==> config.mk <==
export PLATFORM = sky130hd
export DESIGN_NAME = muldiv_unit_flat
export DESIGN_NICKNAME = d
export VERILOG_FILES = /design/src/rtl/muldiv_if.sv /design/src/rtl/muldiv_unit.sv /design/src/flat_wrapper.sv
export SDC_FILE = /design/constraint.sdc
export NUM_CORES = 1
export LEC_CHECK = 0
export CELL_PAD_IN_SITES_DETAIL_PLACEMENT = 0
export CELL_PAD_IN_SITES_GLOBAL_PLACEMENT = 1
export CORE_ASPECT_RATIO = 0.75
export CORE_MARGIN = 2
export CORE_UTILIZATION = 35
export CTS_BUF_LIST = sky130_fd_sc_hd__clkbuf_16
export CTS_CLUSTER_SIZE = 40
export DETAILED_ROUTE_END_ITERATION = 7
export GPL_TIMING_DRIVEN = 1
export PLACE_DENSITY_LB_ADDON = 0.1
export REMOVE_ABC_BUFFERS = 1
export SLEW_MARGIN = 20
export SYNTH_ARGS = -nofsm -noshare
export SYNTH_HDL_FRONTEND = slang
export SYNTH_SLANG_ARGS = --single-unit
==> constraint.sdc <==
create_clock -name clk -period 7.7 [get_ports clk]
set_clock_uncertainty 0.2 [all_clocks]
set_input_delay 1.54 -clock clk [delete_from_list [all_inputs] [get_ports clk]]
set_output_delay 1.54 -clock clk [all_outputs]
set_load 0.01 [all_outputs]
==> src/rtl/muldiv_if.sv <==
// muldiv_if: request/result bundle between the instruction datapath and
// the multiply/divide unit.
//   start, op[1:0], a[31:0], b[31:0]  operation request (master -> slave)
//   wrhi, wrlo, wrdata[31:0]          MTHI/MTLO writes  (master -> slave)
//   hi[31:0], lo[31:0]                result registers  (slave -> master)
//   busy, done                        status            (slave -> master)
interface muldiv_if;
  logic        start;
  logic [1:0]  op;
  logic [31:0] a;
  logic [31:0] b;
  logic        wrhi;
  logic        wrlo;
  logic [31:0] wrdata;
  logic [31:0] hi;
  logic [31:0] lo;
  logic        busy;
  logic        done;

  modport master (
    output start, op, a, b, wrhi, wrlo, wrdata,
    input  hi, lo, busy, done
  );

  modport slave (
    input  start, op, a, b, wrhi, wrlo, wrdata,
    output hi, lo, busy, done
  );
endinterface

==> src/rtl/muldiv_unit.sv <==
// muldiv_unit: iterative 32x32 multiply / 32/32 divide with HI/LO registers.
// Every operation takes exactly 32 iterations after the start edge.
//   clk    rising-edge clock
//   reset  synchronous, active-high
//   bus    muldiv_if.slave: start/op/a/b request, wrhi/wrlo/wrdata MTHI/MTLO,
//          hi/lo results, busy status, done one-cycle completion pulse
//
// state  | meaning
// S_IDLE | waiting; accepts start and MTHI/MTLO writes
// S_RUN  | iterating, one bit per edge, cnt_q = iterations already done
module muldiv_unit (
  input  logic     clk,
  input  logic     reset,
  muldiv_if.slave  bus
);

  typedef enum logic {S_IDLE = 1'b0, S_RUN = 1'b1} state_t;

  state_t      state_q, state_d;
  logic [4:0]  cnt_q, cnt_d;
  logic        is_div_q, is_div_d;
  logic        neg_a_q, neg_a_d;
  logic        neg_b_q, neg_b_d;
  logic        bzero_q, bzero_d;
  logic [31:0] opb_q, opb_d;
  logic [31:0] acc_hi_q, acc_hi_d;
  logic [31:0] acc_lo_q, acc_lo_d;
  logic [31:0] hi_q, hi_d;
  logic [31:0] lo_q, lo_d;
  logic        done_q, done_d;

  // operand magnitudes at start (signed ops only)
  logic        in_signed;
  logic [31:0] a_mag, b_mag;
  // one iteration of each algorithm
  logic [32:0] mul_sum;
  logic [31:0] mul_hi, mul_lo;
  logic [32:0] div_shift;
  logic [33:0] div_diff;
  logic [31:0] div_hi, div_lo;
  // final sign fix-up
  logic [63:0] prod_mag, prod_res;
  logic [31:0] quo_res, rem_res, res_hi, res_lo;

  always_comb begin
    in_signed = ~bus.op[0];
    a_mag     = (in_signed && bus.a[31]) ? (~bus.a + 32'd1) : bus.a;
    b_mag     = (in_signed && bus.b[31]) ? (~bus.b + 32'd1) : bus.b;

    // shift-add: multiplier occupies acc_lo and is consumed from the LSB
    // while the product grows into acc_hi and shifts down into acc_lo
    mul_sum = {1'b0, acc_hi_q} + (acc_lo_q[0] ? {1'b0, opb_q} : 33'd0);
    mul_hi  = mul_sum[32:1];
    mul_lo  = {mul_sum[0], acc_lo_q[31:1]};

    // restoring divide: acc_hi is the partial remainder, acc_lo shifts the
    // dividend out at the top and the quotient bits in at the bottom
    div_shift = {acc_hi_q, acc_lo_q[31]};
    div_diff  = {1'b0, div_shift} - {2'b00, opb_q};
    if (!div_diff[33]) begin
      div_hi = div_diff[31:0];
      div_lo = {acc_lo_q[30:0], 1'b1};
    end else begin
      div_hi = div_shift[31:0];
      div_lo = {acc_lo_q[30:0], 1'b0};
    end

    prod_mag = {mul_hi, mul_lo};
    prod_res = (neg_a_q ^ neg_b_q) ? (~prod_mag + 64'd1) : prod_mag;
    quo_res  = (neg_a_q ^ neg_b_q) ? (~div_lo + 32'd1) : div_lo;
    // remainder follows the dividend's sign; with b=0 this restores a exactly
    rem_res  = neg_a_q ? (~div_hi + 32'd1) : div_hi;

    res_hi = is_div_q ? rem_res : prod_res[63:32];
    res_lo = is_div_q ? (bzero_q ? 32'hFFFF_FFFF : quo_res) : prod_res[31:0];
  end

  always_comb begin
    state_d  = state_q;
    cnt_d    = cnt_q;
    is_div_d = is_div_q;
    neg_a_d  = neg_a_q;
    neg_b_d  = neg_b_q;
    bzero_d  = bzero_q;
    opb_d    = opb_q;
    acc_hi_d = acc_hi_q;
    acc_lo_d = acc_lo_q;
    hi_d     = hi_q;
    lo_d     = lo_q;
    done_d   = 1'b0;

    case (state_q)
      S_IDLE: begin
        if (bus.wrhi) hi_d = bus.wrdata;
        if (bus.wrlo) lo_d = bus.wrdata;
        if (bus.start) begin
          state_d  = S_RUN;
          cnt_d    = 5'd0;
          is_div_d = bus.op[1];
          neg_a_d  = in_signed & bus.a[31];
          neg_b_d  = in_signed & bus.b[31];
          bzero_d  = (bus.b == 32'd0);
          acc_hi_d = 32'd0;
          acc_lo_d = bus.op[1] ? a_mag : b_mag;
          opb_d    = bus.op[1] ? b_mag : a_mag;
        end
      end
      S_RUN: begin
        cnt_d    = cnt_q + 5'd1;
        acc_hi_d = is_div_q ? div_hi : mul_hi;
        acc_lo_d = is_div_q ? div_lo : mul_lo;
        if (cnt_q == 5'd31) begin
          state_d = S_IDLE;
          hi_d    = res_hi;
          lo_d    = res_lo;
          done_d  = 1'b1;
        end
      end
      default: state_d = S_IDLE;
    endcase
  end

  always_ff @(posedge clk) begin
    if (reset) begin
      state_q  <= S_IDLE;
      cnt_q    <= 5'd0;
      is_div_q <= 1'b0;
      neg_a_q  <= 1'b0;
      neg_b_q  <= 1'b0;
      bzero_q  <= 1'b0;
      opb_q    <= 32'd0;
      acc_hi_q <= 32'd0;
      acc_lo_q <= 32'd0;
      hi_q     <= 32'd0;
      lo_q     <= 32'd0;
      done_q   <= 1'b0;
    end else begin
      state_q  <= state_d;
      cnt_q    <= cnt_d;
      is_div_q <= is_div_d;
      neg_a_q  <= neg_a_d;
      neg_b_q  <= neg_b_d;
      bzero_q  <= bzero_d;
      opb_q    <= opb_d;
      acc_hi_q <= acc_hi_d;
      acc_lo_q <= acc_lo_d;
      hi_q     <= hi_d;
      lo_q     <= lo_d;
      done_q   <= done_d;
    end
  end

  assign bus.hi   = hi_q;
  assign bus.lo   = lo_q;
  assign bus.busy = (state_q == S_RUN);
  assign bus.done = done_q;

endmodule

==> src/flat_wrapper.sv <==
// flat-port wrapper written by rule: the top's interface ports become plain ports
module muldiv_unit_flat 
  (clk, reset, bus_start, bus_op, bus_a, bus_b, bus_wrhi, bus_wrlo, bus_wrdata, bus_hi, bus_lo, bus_busy, bus_done);
  muldiv_if bus_i ();
  input  logic clk;
  input  logic reset;
  input wire logic [$bits(bus_i.start)-1:0] bus_start;
  input wire logic [$bits(bus_i.op)-1:0] bus_op;
  input wire logic [$bits(bus_i.a)-1:0] bus_a;
  input wire logic [$bits(bus_i.b)-1:0] bus_b;
  input wire logic [$bits(bus_i.wrhi)-1:0] bus_wrhi;
  input wire logic [$bits(bus_i.wrlo)-1:0] bus_wrlo;
  input wire logic [$bits(bus_i.wrdata)-1:0] bus_wrdata;
  output wire logic [$bits(bus_i.hi)-1:0] bus_hi;
  output wire logic [$bits(bus_i.lo)-1:0] bus_lo;
  output wire logic [$bits(bus_i.busy)-1:0] bus_busy;
  output wire logic [$bits(bus_i.done)-1:0] bus_done;
  assign bus_i.start = bus_start;
  assign bus_i.op = bus_op;
  assign bus_i.a = bus_a;
  assign bus_i.b = bus_b;
  assign bus_i.wrhi = bus_wrhi;
  assign bus_i.wrlo = bus_wrlo;
  assign bus_i.wrdata = bus_wrdata;
  assign bus_hi = bus_i.hi;
  assign bus_lo = bus_i.lo;
  assign bus_busy = bus_i.busy;
  assign bus_done = bus_i.done;
  muldiv_unit u_core (.clk(clk), .reset(reset), .bus(bus_i));
endmodule
==> summary.txt <==
CP Data Arrival Time - 6.54 ns
CTS Buf Count - 17
Worst-Margin Slew - 1.023 ns
Ranking of synthesized cells by area - dfxtp_1 20%, nor2_1 6.7%, xnor2_1 6.5%
Via density per instance - 5.986
Met3 wire len - 4921 µm
Final worst-path cycle share - 82.70%
TritonRoute pass-1 iters - 6
Setup TNS Final - 0 ns
Max Used Layer - met4
Power Total - 3.309 mW
Post-Synthesis Cells - 2447
Synth async-reset ratio - 0%
Int Pwr - 1.933 mW
FILL cells - 5125
Leakage dissipation - 7.551 nW
Sequential Power Share - 30.8%
Clk sinks - 171
Worst skew pair latency - 0.48 ns
Synthesized area per cell - 7.093 µm²
Worst hold path cell count - 2
Top cell type by total area after synthesis - dfxtp_1
Worst VDD drop - 0.1348 mV
First-pass GRT wire length - 110500 µm
Final hold slack - 0.2553 ns
P&R area growth vs syn - 14.98%
DRT antenna net count - 0
Worst Setup Path Type - flop to flop
Sequential share of the synthesized area - 19.72%
Top_reg_cell synth - dfxtp_1
Post-CTS Setup Bufs - 0
Maxcap violations - 0
Max_slew headroom - 30.89%
Comb power frac - 40.1%
Crit path launch - u_core.acc_hi_q[24]
WP data required - 7.87 ns
Fmax achieved - 0.1570 GHz
Min-Delay Path Class - flop to flop
Core area - 48870 µm²
DRT iter0 DRCs - 1937
Register area - 3431 µm²
Largest net degree at the start of global routing - 135
Psw - 1.376 mW
Clock share of power - 29.0%
Outcome - finished clean
Crit start category - flop
CTS tree - done
DR WL/cell - 23.47 µm
CTS Hold Bufs - 0
P per Cell Area - 165.8 nW/µm²
Via count - 18770
Final Critical Period - 6.368 ns
M1 WL - 37260 µm
Most frequent cell after synthesis - nor2_1
Setup violations, final - 0
Port Buf Inserts - 168
Met2 wire len - 30090 µm
Congestion Overflow GR - 0
Layout cells sized above 1 - 5.105%
Crit-path max FO - 8
Root buf cell - clkbuf_16
Reg-to-reg startpoint - u_core.acc_hi_q[24]
Clock slew at reported path FFs - 0.07 ns
Ant. Diodes - 0
Die area - 51400 µm²
Synth unique cells - 91
Min-delay src - u_core.opb_q[19]
Max clock buf depth - 2
Post-DP HPWL - 56580 µm
Vias in the first global route - 17260
RSZ-0062 raised after global routing - false
Final WL - 73610 µm
Std cell rows - 70
Final hold viol count - 0
Mapped Area - 17360 µm²
Max-slew violations - 0
Synth top area share - 19.72%
Initial antenna violation count - 0
Area occupied by multi-input gates - 12900 µm²
Die extent in x - 261.1 µm
R2R depth - 19
EDFF count, synth - 0
IO Count - 169
Commonest cells post-synth - 308 x nor2_1, 266 x nand2_1, 218 x a21oi_1
Tot GR Track Use - 28.13%
Yosys reg bits - 171
DRC Markers - 0
Initial core utilization - 35.51%
H-tree depth - 4
RePlAce Congestion - 0.9318
Yosys Warn Count - 0
Crit. End Element - flop
Layout net count - 2651
Sw Share - 41.59%
Post-CTS sizing - 0
Die height - 196.8 µm
==> final cells by class <==
class | count | area share (%)
Inverter | 70 | 1.323
Tap cell | 648 | 4.063
Timing Repair Buffer | 202 | 9.750
Clock buffer | 17 | 2.132
Multi-Input combinational cell | 2013 | 64.64
Clock inverter | 15 | 0.9029
Sequential cell | 171 | 17.19
==> metal layers <==
layer	vias up	global-route usage, %
met3	58	4.334
met5	-	0
met1	9068	43.66
met4	0	6.439
li1	8992	-
met2	655	39.91
==> state kept, by name, indices dropped and copies added (netlist names) <==
register	count
u_core.bus.done	1
u_core.acc_lo_q	32
u_core.acc_hi_q	32
u_core.neg_b_q	1
u_core.bus.hi	32
u_core.cnt_q	5
u_core.neg_a_q	1
u_core.opb_q	32
u_core.bus.busy	1
u_core.bus.lo	32
u_core.is_div_q	1
u_core.bzero_q	1
==> power by group through the flow <==
stage,combinational [mW],clock [mW],sequential [mW]
final,1.33,0.961,1.02
after CTS,1.31,0.970,1.02
after detailed placement,1.30,0,1.04
after floorplan,0.797,0,1.04
after global placement,1.30,0,1.04
after global routing,1.44,1.00,1.03
==> worst max-delay path, cell delays in order (launching register included) <==
cell and delay (ns):
dfxtp_1 0.37, ha_1 0.47, nand4_1 0.26, nor4_1 0.70, nand2_1 0.21, o2111a_1 0.25, nand2_2 0.17, mux2i_1 0.33
ha_1 0.37, inv_1 0.09, nor4_1 0.41, nand2b_1 0.09, nor4_1 0.20, a31oi_1 0.10, or2_1 0.35, or4b_1 0.71
nor3_1 0.25, mux2_2 0.36, o21a_1 0.17, o32ai_1 0.20
==> worst paths after layout <==
check / to / slack (ns)
max: u_core.bus.hi[30] / 1.33
min: u_core.opb_q[19] / 0.26
max reg2reg: u_core.bus.hi[30] / 1.33
min reg2reg: u_core.opb_q[19] / 0.26
==> metrics by stage <==
stage	util (%)	instances	cell area, µm²	setup slack, ns
6_report	40.83	3136	19960	1.332
5_1_grt	40.83	3136	19960	0.9806
4_1_cts	40.81	3136	19940	1.520
3_5_place_dp	39.57	3104	19340	1.556
3_3_place_gp	39.56	3104	19330	1.726
2_1_floorplan	-	2254	16530	1.249
==> placed cells by master (no fill, tap or decap), drive strengths merged, types with 18 or more instances in the layout <==
cell type / instances
and3: 31
o211ai: 67
or3: 22
a311oi: 42
a21o: 22
nor2b: 20
clkdlybuf4s50: 166
buf: 36
o21ai: 129
nor2: 308
o221ai: 28
a21oi: 218
xor2: 94
mux2i: 54
dfxtp: 171
o31ai: 33
ha: 71
nand2b: 18
inv: 77
xnor2: 128
nand3: 29
and2: 19
a31oi: 36
nor4: 27
a211oi: 100
nand2: 267
nor3: 44
==> cells by family after synthesis <==
kind of cell,synth area share [%]
DFF,19.72
and+or+nand+nor,23.06
adders and majority gates,5.349
AOI/OAI and AO/OA,30.55
buffers and inverters,6.286
xor gates and xnor gates,11.20
muxes,3.828
No activity file was read; power rests on OpenSTA's default activity.
